==> config.mk <==
export PLATFORM = sky130hd
export DESIGN_NAME = cdb_arbiter
export DESIGN_NICKNAME = d
export VERILOG_FILES = /design/src/rtl/cdb_arbiter.sv
export SDC_FILE = /design/constraint.sdc
export NUM_CORES = 1
export LEC_CHECK = 0
export ABC_AREA = 1
export BUFFER_PORTS_ARGS = -buffer_cell sky130_fd_sc_hd__buf_2
export CAP_MARGIN = 20
export CORE_MARGIN = 2
export CORE_UTILIZATION = 55
export CTS_CLUSTER_DIAMETER = 120
export CTS_CLUSTER_SIZE = 30
export DETAILED_ROUTE_END_ITERATION = 10
export PLACE_DENSITY_LB_ADDON = 0.05
export SYNTH_ARGS = -nofsm -noshare
export SYNTH_HDL_FRONTEND = slang
export SYNTH_SLANG_ARGS = --single-unit
==> constraint.sdc <==
create_clock -name clk_i -period 7.4 [get_ports clk_i]
set_input_delay 0.37 -clock clk_i [delete_from_list [all_inputs] [get_ports clk_i]]
set_output_delay 0.37 -clock clk_i [all_outputs]
set_load 0.005 [all_outputs]
==> src/rtl/cdb_arbiter.sv <==
// Common Data Bus arbiter: buffers ALU/MUL/LSU results in per-source FIFOs and
// broadcasts at most one per cycle, granted round-robin, through a registered CDB port.
module cdb_arbiter #(
    parameter int unsigned FIFO_DEPTH = 2,
    parameter int unsigned TAG_W      = 5,
    parameter int unsigned DATA_W     = 32
) (
    input  logic              clk_i,
    input  logic              reset_i,
    input  logic              alu_valid_i,
    input  logic [TAG_W-1:0]  alu_tag_i,
    input  logic [DATA_W-1:0] alu_data_i,
    output logic              alu_ready_o,
    input  logic              mul_valid_i,
    input  logic [TAG_W-1:0]  mul_tag_i,
    input  logic [DATA_W-1:0] mul_data_i,
    output logic              mul_ready_o,
    input  logic              lsu_valid_i,
    input  logic [TAG_W-1:0]  lsu_tag_i,
    input  logic [DATA_W-1:0] lsu_data_i,
    output logic              lsu_ready_o,
    output logic              cdb_en_o,
    output logic [TAG_W-1:0]  cdb_tag_o,
    output logic [DATA_W-1:0] cdb_data_o,
    output logic [1:0]        cdb_src_o
);

    localparam int unsigned NSRC  = 3;
    localparam int unsigned PTR_W = $clog2(FIFO_DEPTH);
    localparam int unsigned CNT_W = $clog2(FIFO_DEPTH + 1);
    localparam int unsigned ENT_W = TAG_W + DATA_W;

    typedef enum logic [1:0] {
        SRC_ALU = 2'd0,
        SRC_MUL = 2'd1,
        SRC_LSU = 2'd2
    } src_e;

    logic [ENT_W-1:0]  mem_q    [NSRC][FIFO_DEPTH];
    logic [PTR_W-1:0]  rd_ptr_q [NSRC];
    logic [PTR_W-1:0]  rd_ptr_d [NSRC];
    logic [PTR_W-1:0]  wr_ptr_q [NSRC];
    logic [PTR_W-1:0]  wr_ptr_d [NSRC];
    logic [CNT_W-1:0]  count_q  [NSRC];
    logic [CNT_W-1:0]  count_d  [NSRC];
    logic [ENT_W-1:0]  in_ent   [NSRC];
    logic [NSRC-1:0]   in_valid;
    logic [NSRC-1:0]   ready;
    logic [NSRC-1:0]   enq;
    logic [NSRC-1:0]   deq;

    src_e              last_q, last_d;
    src_e              order [NSRC];
    src_e              grant_src;
    logic              grant_valid;
    logic [ENT_W-1:0]  head_ent;

    logic              cdb_en_q, cdb_en_d;
    logic [TAG_W-1:0]  cdb_tag_q, cdb_tag_d;
    logic [DATA_W-1:0] cdb_data_q, cdb_data_d;
    src_e              cdb_src_q, cdb_src_d;

    assign in_valid  = {lsu_valid_i, mul_valid_i, alu_valid_i};
    assign in_ent[0] = {alu_tag_i, alu_data_i};
    assign in_ent[1] = {mul_tag_i, mul_data_i};
    assign in_ent[2] = {lsu_tag_i, lsu_data_i};

    // Ready reflects registered occupancy only; reset_i forces it low.
    always_comb begin
        for (int unsigned s = 0; s < NSRC; s++) begin
            ready[s] = !reset_i && (count_q[s] < CNT_W'(FIFO_DEPTH));
            enq[s]   = in_valid[s] && ready[s];
        end
    end

    assign alu_ready_o = ready[0];
    assign mul_ready_o = ready[1];
    assign lsu_ready_o = ready[2];

    always_comb begin
        case (last_q)
            SRC_ALU: order = '{SRC_MUL, SRC_LSU, SRC_ALU};
            SRC_MUL: order = '{SRC_LSU, SRC_ALU, SRC_MUL};
            default: order = '{SRC_ALU, SRC_MUL, SRC_LSU};
        endcase
        grant_valid = 1'b0;
        grant_src   = last_q;
        for (int unsigned k = 0; k < NSRC; k++) begin
            if (!grant_valid && (count_q[order[k]] != '0)) begin
                grant_valid = 1'b1;
                grant_src   = order[k];
            end
        end
        deq = '0;
        if (grant_valid) begin
            deq[grant_src] = 1'b1;
        end
        head_ent = mem_q[grant_src][rd_ptr_q[grant_src]];
    end

    always_comb begin
        for (int unsigned s = 0; s < NSRC; s++) begin
            rd_ptr_d[s] = rd_ptr_q[s] + PTR_W'(deq[s]);
            wr_ptr_d[s] = wr_ptr_q[s] + PTR_W'(enq[s]);
            case ({enq[s], deq[s]})
                2'b10:   count_d[s] = count_q[s] + CNT_W'(1);
                2'b01:   count_d[s] = count_q[s] - CNT_W'(1);
                default: count_d[s] = count_q[s];
            endcase
        end
        last_d     = grant_valid ? grant_src : last_q;
        cdb_en_d   = grant_valid;
        cdb_tag_d  = cdb_tag_q;
        cdb_data_d = cdb_data_q;
        cdb_src_d  = cdb_src_q;
        if (grant_valid) begin
            cdb_tag_d  = head_ent[ENT_W-1:DATA_W];
            cdb_data_d = head_ent[DATA_W-1:0];
            cdb_src_d  = grant_src;
        end
    end

    always_ff @(posedge clk_i) begin
        if (reset_i) begin
            for (int unsigned s = 0; s < NSRC; s++) begin
                rd_ptr_q[s] <= '0;
                wr_ptr_q[s] <= '0;
                count_q[s]  <= '0;
            end
            last_q     <= SRC_LSU;
            cdb_en_q   <= 1'b0;
            cdb_tag_q  <= '0;
            cdb_data_q <= '0;
            cdb_src_q  <= SRC_ALU;
        end else begin
            for (int unsigned s = 0; s < NSRC; s++) begin
                rd_ptr_q[s] <= rd_ptr_d[s];
                wr_ptr_q[s] <= wr_ptr_d[s];
                count_q[s]  <= count_d[s];
            end
            last_q     <= last_d;
            cdb_en_q   <= cdb_en_d;
            cdb_tag_q  <= cdb_tag_d;
            cdb_data_q <= cdb_data_d;
            cdb_src_q  <= cdb_src_d;
        end
    end

    // Storage needs no reset: enq is already gated off while reset_i is high.
    always_ff @(posedge clk_i) begin
        for (int unsigned s = 0; s < NSRC; s++) begin
            if (enq[s]) begin
                mem_q[s][wr_ptr_q[s]] <= in_ent[s];
            end
        end
    end

    assign cdb_en_o   = cdb_en_q;
    assign cdb_tag_o  = cdb_tag_q;
    assign cdb_data_o = cdb_data_q;
    assign cdb_src_o  = cdb_src_q;

endmodule

==> results of run 1 <==
-- synthesized netlist by cell type --
library cell / n / area, sq um
a21oi_1: 9 / 45.0
xor2_1: 3 / 26.3
or2_2: 1 / 6.26
o211ai_1: 1 / 7.51
buf_6: 5 / 56.3
nand3_2: 3 / 30.0
buf_4: 13 / 97.6
nor2_2: 2 / 12.5
xor2_2: 1 / 16.3
nand3_1: 195 / 976
nor2_1: 15 / 56.3
nand3b_1: 1 / 7.51
a22oi_1: 1 / 7.51
clkbuf_1: 25 / 93.8
nor2_4: 5 / 56.3
o21ai_1: 1 / 5.00
inv_1: 168 / 631
dfxtp_1: 53 / 1060
ha_1: 9 / 113
nand2_1: 434 / 1630
nand2_2: 6 / 37.5
buf_2: 15 / 75.1
nand2_4: 1 / 11.3
edfxtp_1: 222 / 6670
o21ai_0: 10 / 50.1
inv_2: 4 / 15.0
-- flip-flops by register name, summed over array words and instances (netlist names) --
signal	flops
cdb_en_o	1
mem_q	222
wr_ptr_q	3
cdb_tag_o	5
count_q	6
last_q	2
cdb_data_o	32
cdb_src_o	1
rd_ptr_q	3
-- area by class of cell --
class,count,area (sq um),share of cell area [%]
clock buffer,19,358,2.72
multi-input combinational,698,3130,23.9
antenna,1,2.50,0.0190
sequential,275,7730,58.8
tap,275,344,2.62
inverter,172,646,4.91
clock inverter,1,30.0,0.229
timing repair buffer,172,896,6.82
-- per-stage QoR --
stage | hold slack (ns) | cell area, sq um | utilization [%] | worst slack [ns] | instances
floorplan | 0.447 | 11800 | - | 4.83 | 1203
global placement | 0.433 | 12700 | 60.6 | 3.39 | 1592
detailed placement | 0.435 | 12700 | 60.6 | 3.22 | 1592
CTS | 0.0443 | 13100 | 62.5 | 3.19 | 1612
global route | 0.0375 | 13100 | 62.5 | 2.81 | 1612
finish | 0.0640 | 13100 | 62.5 | 3.19 | 1613
-- routing by layer --
metal  routed length (microns)  up-vias
met1                     11900     3828
li1                          -     4113
met3                      2050       27
met2                     12800      274
met5                        13        -
met4                       436        2
-- worst max-delay path, cell delays in order (launching register included) --
cell	delay, ns
dfxtp_1	0.61
inv_2	0.11
nand2_1	0.11
nor2_1	0.08
nor2_4	0.16
nand2_4	0.10
nor2_1	0.14
nand2_1	0.10
nand3_2	0.08
buf_4	0.60
nand2_2	0.63
nand2_1	0.18
nand3_1	0.12
nand2_2	0.77
nand2_1	0.11
nand2_1	0.11
nand2_1	0.05
nand2_1	0.07
-- layout by cell type (no fill, tap or decap), types with 10 or more instances in the layout --
cell / n
inv_1: 168
buf_2: 158
edfxtp_1: 222
nand2_1: 433
buf_4: 14
clkbuf_16: 13
dfxtp_1: 53
nor2_1: 14
nand3_1: 195
o21ai_0: 10
-- cells by family after synthesis --
family                     Yosys count
and+or+nand+nor                    663
DFF                                275
buffers and inverters              230
AOI/OAI and AO/OA                   22
adders and majority gates            9
xor gates and xnor gates             4
-- worst paths after layout --
path	end	cells after the start
hold reg to reg	cdb_data_o[4]	2
hold / removal	mem_q[2][37]	1
setup reg to reg	cdb_data_o[11]	17
setup / recovery	cdb_data_o[11]	17
==> out/metrics.cfg, run 1 <==
[logic_synthesis]
syn-instance-count = 1203
syn_avg_cell_area_sq_um = 9.80
synth-compound-area-share_pct = 0.976
yosys_register_bits = 275
post_synth_num_cell_types = 26
ys_seq_area_share_pct = 65.5
yosys.area_share.adder_pct = 0.955
syn_nets = 1328
muxShareOfSynthArea_pct = 0
synth_simple_gate_area_share_pct = 23.9
ys_warn_count = 0
synth-xor-area-share_pct = 0.361
synth_top_family_by_area = simple AND/OR/NAND/NOR gates
netlist_area_sq_um = 11800

[floorplanning]
dieHeight_microns = 150
ioPinCount = 159
num_rows = 53
die_x_microns = 150
start_util_pct = 56.1
die_area_sq_um = 22600
core-area_sq_um = 21000

[critical_path]
worstReg2RegStart = last_q[1]
cp.arrival_ns = 4.64
cp_max_fo = 61
timing_worst_setup_path_type = flop to flop
ff2ff_setup_slack_ns = 3.19
startpoint_type = flop
critPathLaunch = last_q[1]
endpoint_kind = flop
cp.required_ns = 7.83

[global_routing]
grt_max_degree = 62
grt_pass1_vias = 7820
grt_overflow = 0
gr-usage-met3_pct = 3.33
grt_pass1_wl_mm = 42.3
gr-usage-all-layers_pct = 24.8
use_met2_pct = 41.2
grt_antenna_before_repair = 2
grt-busiest-layer = met2
use_met1_pct = 35.1

[sta]
fin_setup_tns_ns = 0
rsz0062_at_grt = no
timing.slew.headroom_pct = 31.0
fmax_mhz = 237
setup_viol = 0
fin_crit_ns = 4.21
timing.final.crit_share_pct = 56.9
worstMarginPinSlew_ns = 1.03
fin_skew_ns = 0.0307
hold_viol = 0
drv_slew = 0

[worst_hold_path]
min_from = lsu_data_i[0]
hold_path_class = input pin to flop

[clocking]
clock_path_buffers = 3
clk_latency_ns = 0.49
cts_made_buffers = 13
cts.sinks = 275
cts_hold_buf = 0
post_cts_buffers = 0
cts_resized = 0
cts_tree = yes
clk_pin_slew_ns = 0.12
root_buffer = clkbuf_16
htreeDepth = 1

[outcome]
status = complete, no violations

[drt]
ant_nets = 0
first_pass_iters = 5
via_per_inst = 5.11
drt_wl_total_mm = 27.2
via_count = 8244
drc = 0
drt_iter0_markers = 693
post_drt_wl_per_cell_microns = 16.9

[finish]
layout.nets = 1457
area_growth_pct = 11.4
fillCellCount = 1748
drive_gt1_share_pct = 16.3

[job]
maxCapViolations = 0

[placed_design]
dp_hpwl_mm = 15.5
place_congestion = 0.808
port_buffers = 158

Power of run 1 is not shown: default switching activity piles up to over one toggle a cycle in this logic, so the estimate is an artifact.
==> inputs of run 2 (changes only) <==
ABC_AREA = 0   (was 1)
clock period = 4.3 ns   (was 7.4 ns; I/O delays follow)
==> run 2 against run 1 <==
  * Flip-flop and latch count stayed put
  * Critical path type unchanged
  * Global-route usage is 1.3 points higher
  * Count of clock-buffer cells in the layout is 1 higher
  * Area after synthesis is 10% lower
==> out/metrics.cfg, run 2 <==
[outcome]
status = complete, no violations

[finish]
area_growth_pct = 23.3
final_cell_mix = edfxtp_1 (222), buf_2 (158), nand2_1 (149)
layout.nets = 1145  ; -21%
stdcell_count = 1262  ; -22%
largest_reg_flops = 222  ; unchanged
layout_commonest_cell = edfxtp_1
drive_gt1_share_pct = 20.0  ; +3.7 points

[logic_synthesis]
synth.top_cells.by_count = edfxtp_1 (222), nand2_1 (151), nor2_1 (127), a311o_1 (72), dfxtp_1 (53)
syn_nets = 901  ; -32%
yosys_register_bits = 275  ; unchanged
syn_avg_cell_area_sq_um = 13.6  ; +39%
synthFlopType = edfxtp_1
synth_top_cell_by_area = edfxtp_1
ys_seq_area_share_pct = 73.0  ; +7.4 points
yosysMostFrequentCell = edfxtp_1
yosys-top-cells-area = edfxtp_1 (63%), dfxtp_1 (10%), a311o_1 (6.8%)
async_flop_share_pct = 0  ; unchanged
ys_warn_count = 0  ; unchanged
netlist_area_sq_um = 10600  ; -10%
synth.top_cell.area_share_pct = 63.0  ; +6.4 points
syn-instance-count = 776  ; -35%
synth_edf_count = 222  ; unchanged
post_synth_num_cell_types = 42  ; +62%

[pwr]
internal_power_w = 0.00556
switching_share_pct = 41.5
power_frac_seq_pct = 36.2
netSwitchingPower_w = 0.00394
vdd_drop_max_v = 0.000741
power_frac_comb_pct = 49.2
clock_power_share_pct = 14.6
power.density_nw_per_um2 = 728
p_leak_nw = 4.82

[clocking]
cts_resized = 0  ; unchanged
clock_path_buffers = 3  ; unchanged
cts_made_buffers = 13  ; unchanged
clk_pin_slew_ns = 0.11  ; about the same
cts_tree = yes
post_cts_buffers = 0  ; unchanged
cts.sinks = 275  ; unchanged
cts_hold_buf = 111  ; +111
root_buffer = clkbuf_16
htreeDepth = 1  ; unchanged
clk_latency_ns = 0.48  ; about the same

[global_routing]
grt_max_degree = 88  ; +42%
grt_pass1_vias = 7749  ; -0.91%
grt_overflow = 0  ; unchanged
gr-usage-all-layers_pct = 26.0  ; +1.3 points
grt_antenna_before_repair = 2  ; unchanged
grt_pass1_wl_mm = 40.6  ; -4.1%

[critical_path]
ff2ff_setup_slack_ns = 1.20  ; -1.99 ns
max_stage_delay_ns = 0.43  ; -0.34 ns
endpoint_kind = flop
crit_top_cell = buf_4
r2r_cells = 8  ; -9
path_cells = or3b_4 -> a211o_1 -> nand2_2 -> buf_4 -> buf_4 -> nand2_1 -> a311o_1 -> a311oi_1
startpoint_type = flop
worstReg2RegStart = count_q[2][1]
critPathBufInv = 2  ; unchanged
path_delay_family = compound AO/OA/AOI/OAI gates
critPathLaunch = count_q[2][1]
cp.required_ns = 4.69  ; -3.14 ns
r2r-end = cdb_data_o[18]
timing_worst_setup_path_type = flop to flop
cp.arrival_ns = 3.49  ; -1.15 ns
cp_max_fo = 30  ; -51%
cp_slowest_cell = or3b_4

[drt]
via_count = 7380  ; -10%
first_pass_iters = 5  ; unchanged
post_drt_wl_per_cell_microns = 20.9  ; +24%
drt_wl_total_mm = 26.4  ; -2.9%
ant_nets = 0  ; unchanged
drc = 0  ; unchanged
drt_iter0_markers = 476  ; -31%
via_per_inst = 5.85  ; +14%

[floorplanning]
die_x_microns = 143  ; -5.1%
die_area_sq_um = 20400  ; -9.9%
start_util_pct = 56.4  ; +0.33 points
num_rows = 50  ; -5.7%
dieHeight_microns = 143  ; -5.1%
ioPinCount = 159  ; unchanged
core-area_sq_um = 18800  ; -11%

[sta]
fin_setup_tns_ns = 0  ; unchanged
drv_slew = 0  ; unchanged
rsz0062_at_grt = no
timing.slew.headroom_pct = 30.9  ; -0.15 points
worstMarginPinSlew_ns = 1.04  ; +0.00592 ns
setup_viol = 0  ; unchanged
fin_skew_ns = 0.0326  ; +0.00192 ns
timing.final.crit_share_pct = 72.2  ; +15 points
fin_crit_ns = 3.10  ; -1.11 ns
hold_viol = 0  ; unchanged
fmax_mhz = 322  ; +36%

[placed_design]
placedCellCount = 1128  ; -29%
dp_hpwl_mm = 15.3  ; -1.9%
port_buffers = 158  ; unchanged
place_congestion = 0.786  ; -2.7%

[worst_hold_path]
hold_path_class = input pin to flop
min_from = alu_valid_i
hold_path_depth = 5  ; +4
hold_path_end = wr_ptr_q[0][0]

[job]
maxCapViolations = 0  ; unchanged

run 2: metal layers:
metal  track usage [%]  up-vias  wire length [microns]
met1              33.2     3652                  10900
met5                 0        -                      0
met3              3.59       54                   1630
li1                  -     3376                      -
met4              8.60        0                    707
met2              46.2      298                  13200
run 2: logic make-up after synthesis:
group           count (synthesis)  share of synthesized area (%)
simple gates                  291                           10.7
flops                         275                           73.0
compound gates                131                           11.6
buf+inv                        60                           2.75
xor+xnor                        9                          0.745
fa+ha+maj                       9                           1.06
mux                             1                         0.0946
run 2: power groups by stage:
stage | clock network [W] | registers, W | logic (W)
floorplan | 0 | 0.00346 | 0.00343
global placement | 0 | 0.00348 | 0.00430
detailed placement | 0 | 0.00349 | 0.00455
CTS | 0.00141 | 0.00343 | 0.00463
global route | 0.00150 | 0.00347 | 0.00510
finish | 0.00139 | 0.00343 | 0.00467
run 2: cell type report:
| class | instances | area (sq um) |
|---|---|---|
| Antenna cell | 2 | 5.00 |
| Clock inverter | 1 | 30.0 |
| Clock buffer | 20 | 352 |
| Sequential cell | 275 | 7730 |
| Multi-Input combinational cell | 441 | 2610 |
| Inverter | 6 | 22.5 |
| Fill cell | 1285 | 5720 |
| Tap cell | 234 | 293 |
| Timing Repair Buffer | 283 | 2010 |
run 2: tightest hold or removal path: cells and delay by family:
kind          cells  cell delay (ns)
buf+inv           2             0.17
fa+ha+maj         1             0.16
simple gates      2             0.09
run 2: how the worst max path moves through the flow:
stage                          end  cells past startpoint
finish              cdb_data_o[18]                      8
global route        cdb_data_o[21]                      8
CTS                 cdb_data_o[21]                      8
detailed placement  cdb_data_o[21]                      8
global placement    cdb_data_o[12]                      8
floorplan            count_q[1][1]                      9
run 2: stage by stage:
stage | power, W | hold slack, ns | setup WS, ns | area, sq um | util, %
after detailed placement | 0.00804 | 0.406 | 1.17 | 11600 | 61.5
after CTS | 0.00948 | 0.173 | 1.17 | 13000 | 69.5
after global routing | 0.0101 | 0.192 | 1.02 | 13000 | 69.5
final | 0.00950 | 0.183 | 1.20 | 13000 | 69.5
after floorplan | 0.00690 | 0.299 | 1.84 | 10600 | -
after global placement | 0.00778 | 0.402 | 1.40 | 11600 | 61.5
Note: power is estimated with default switching activity, not from simulation.
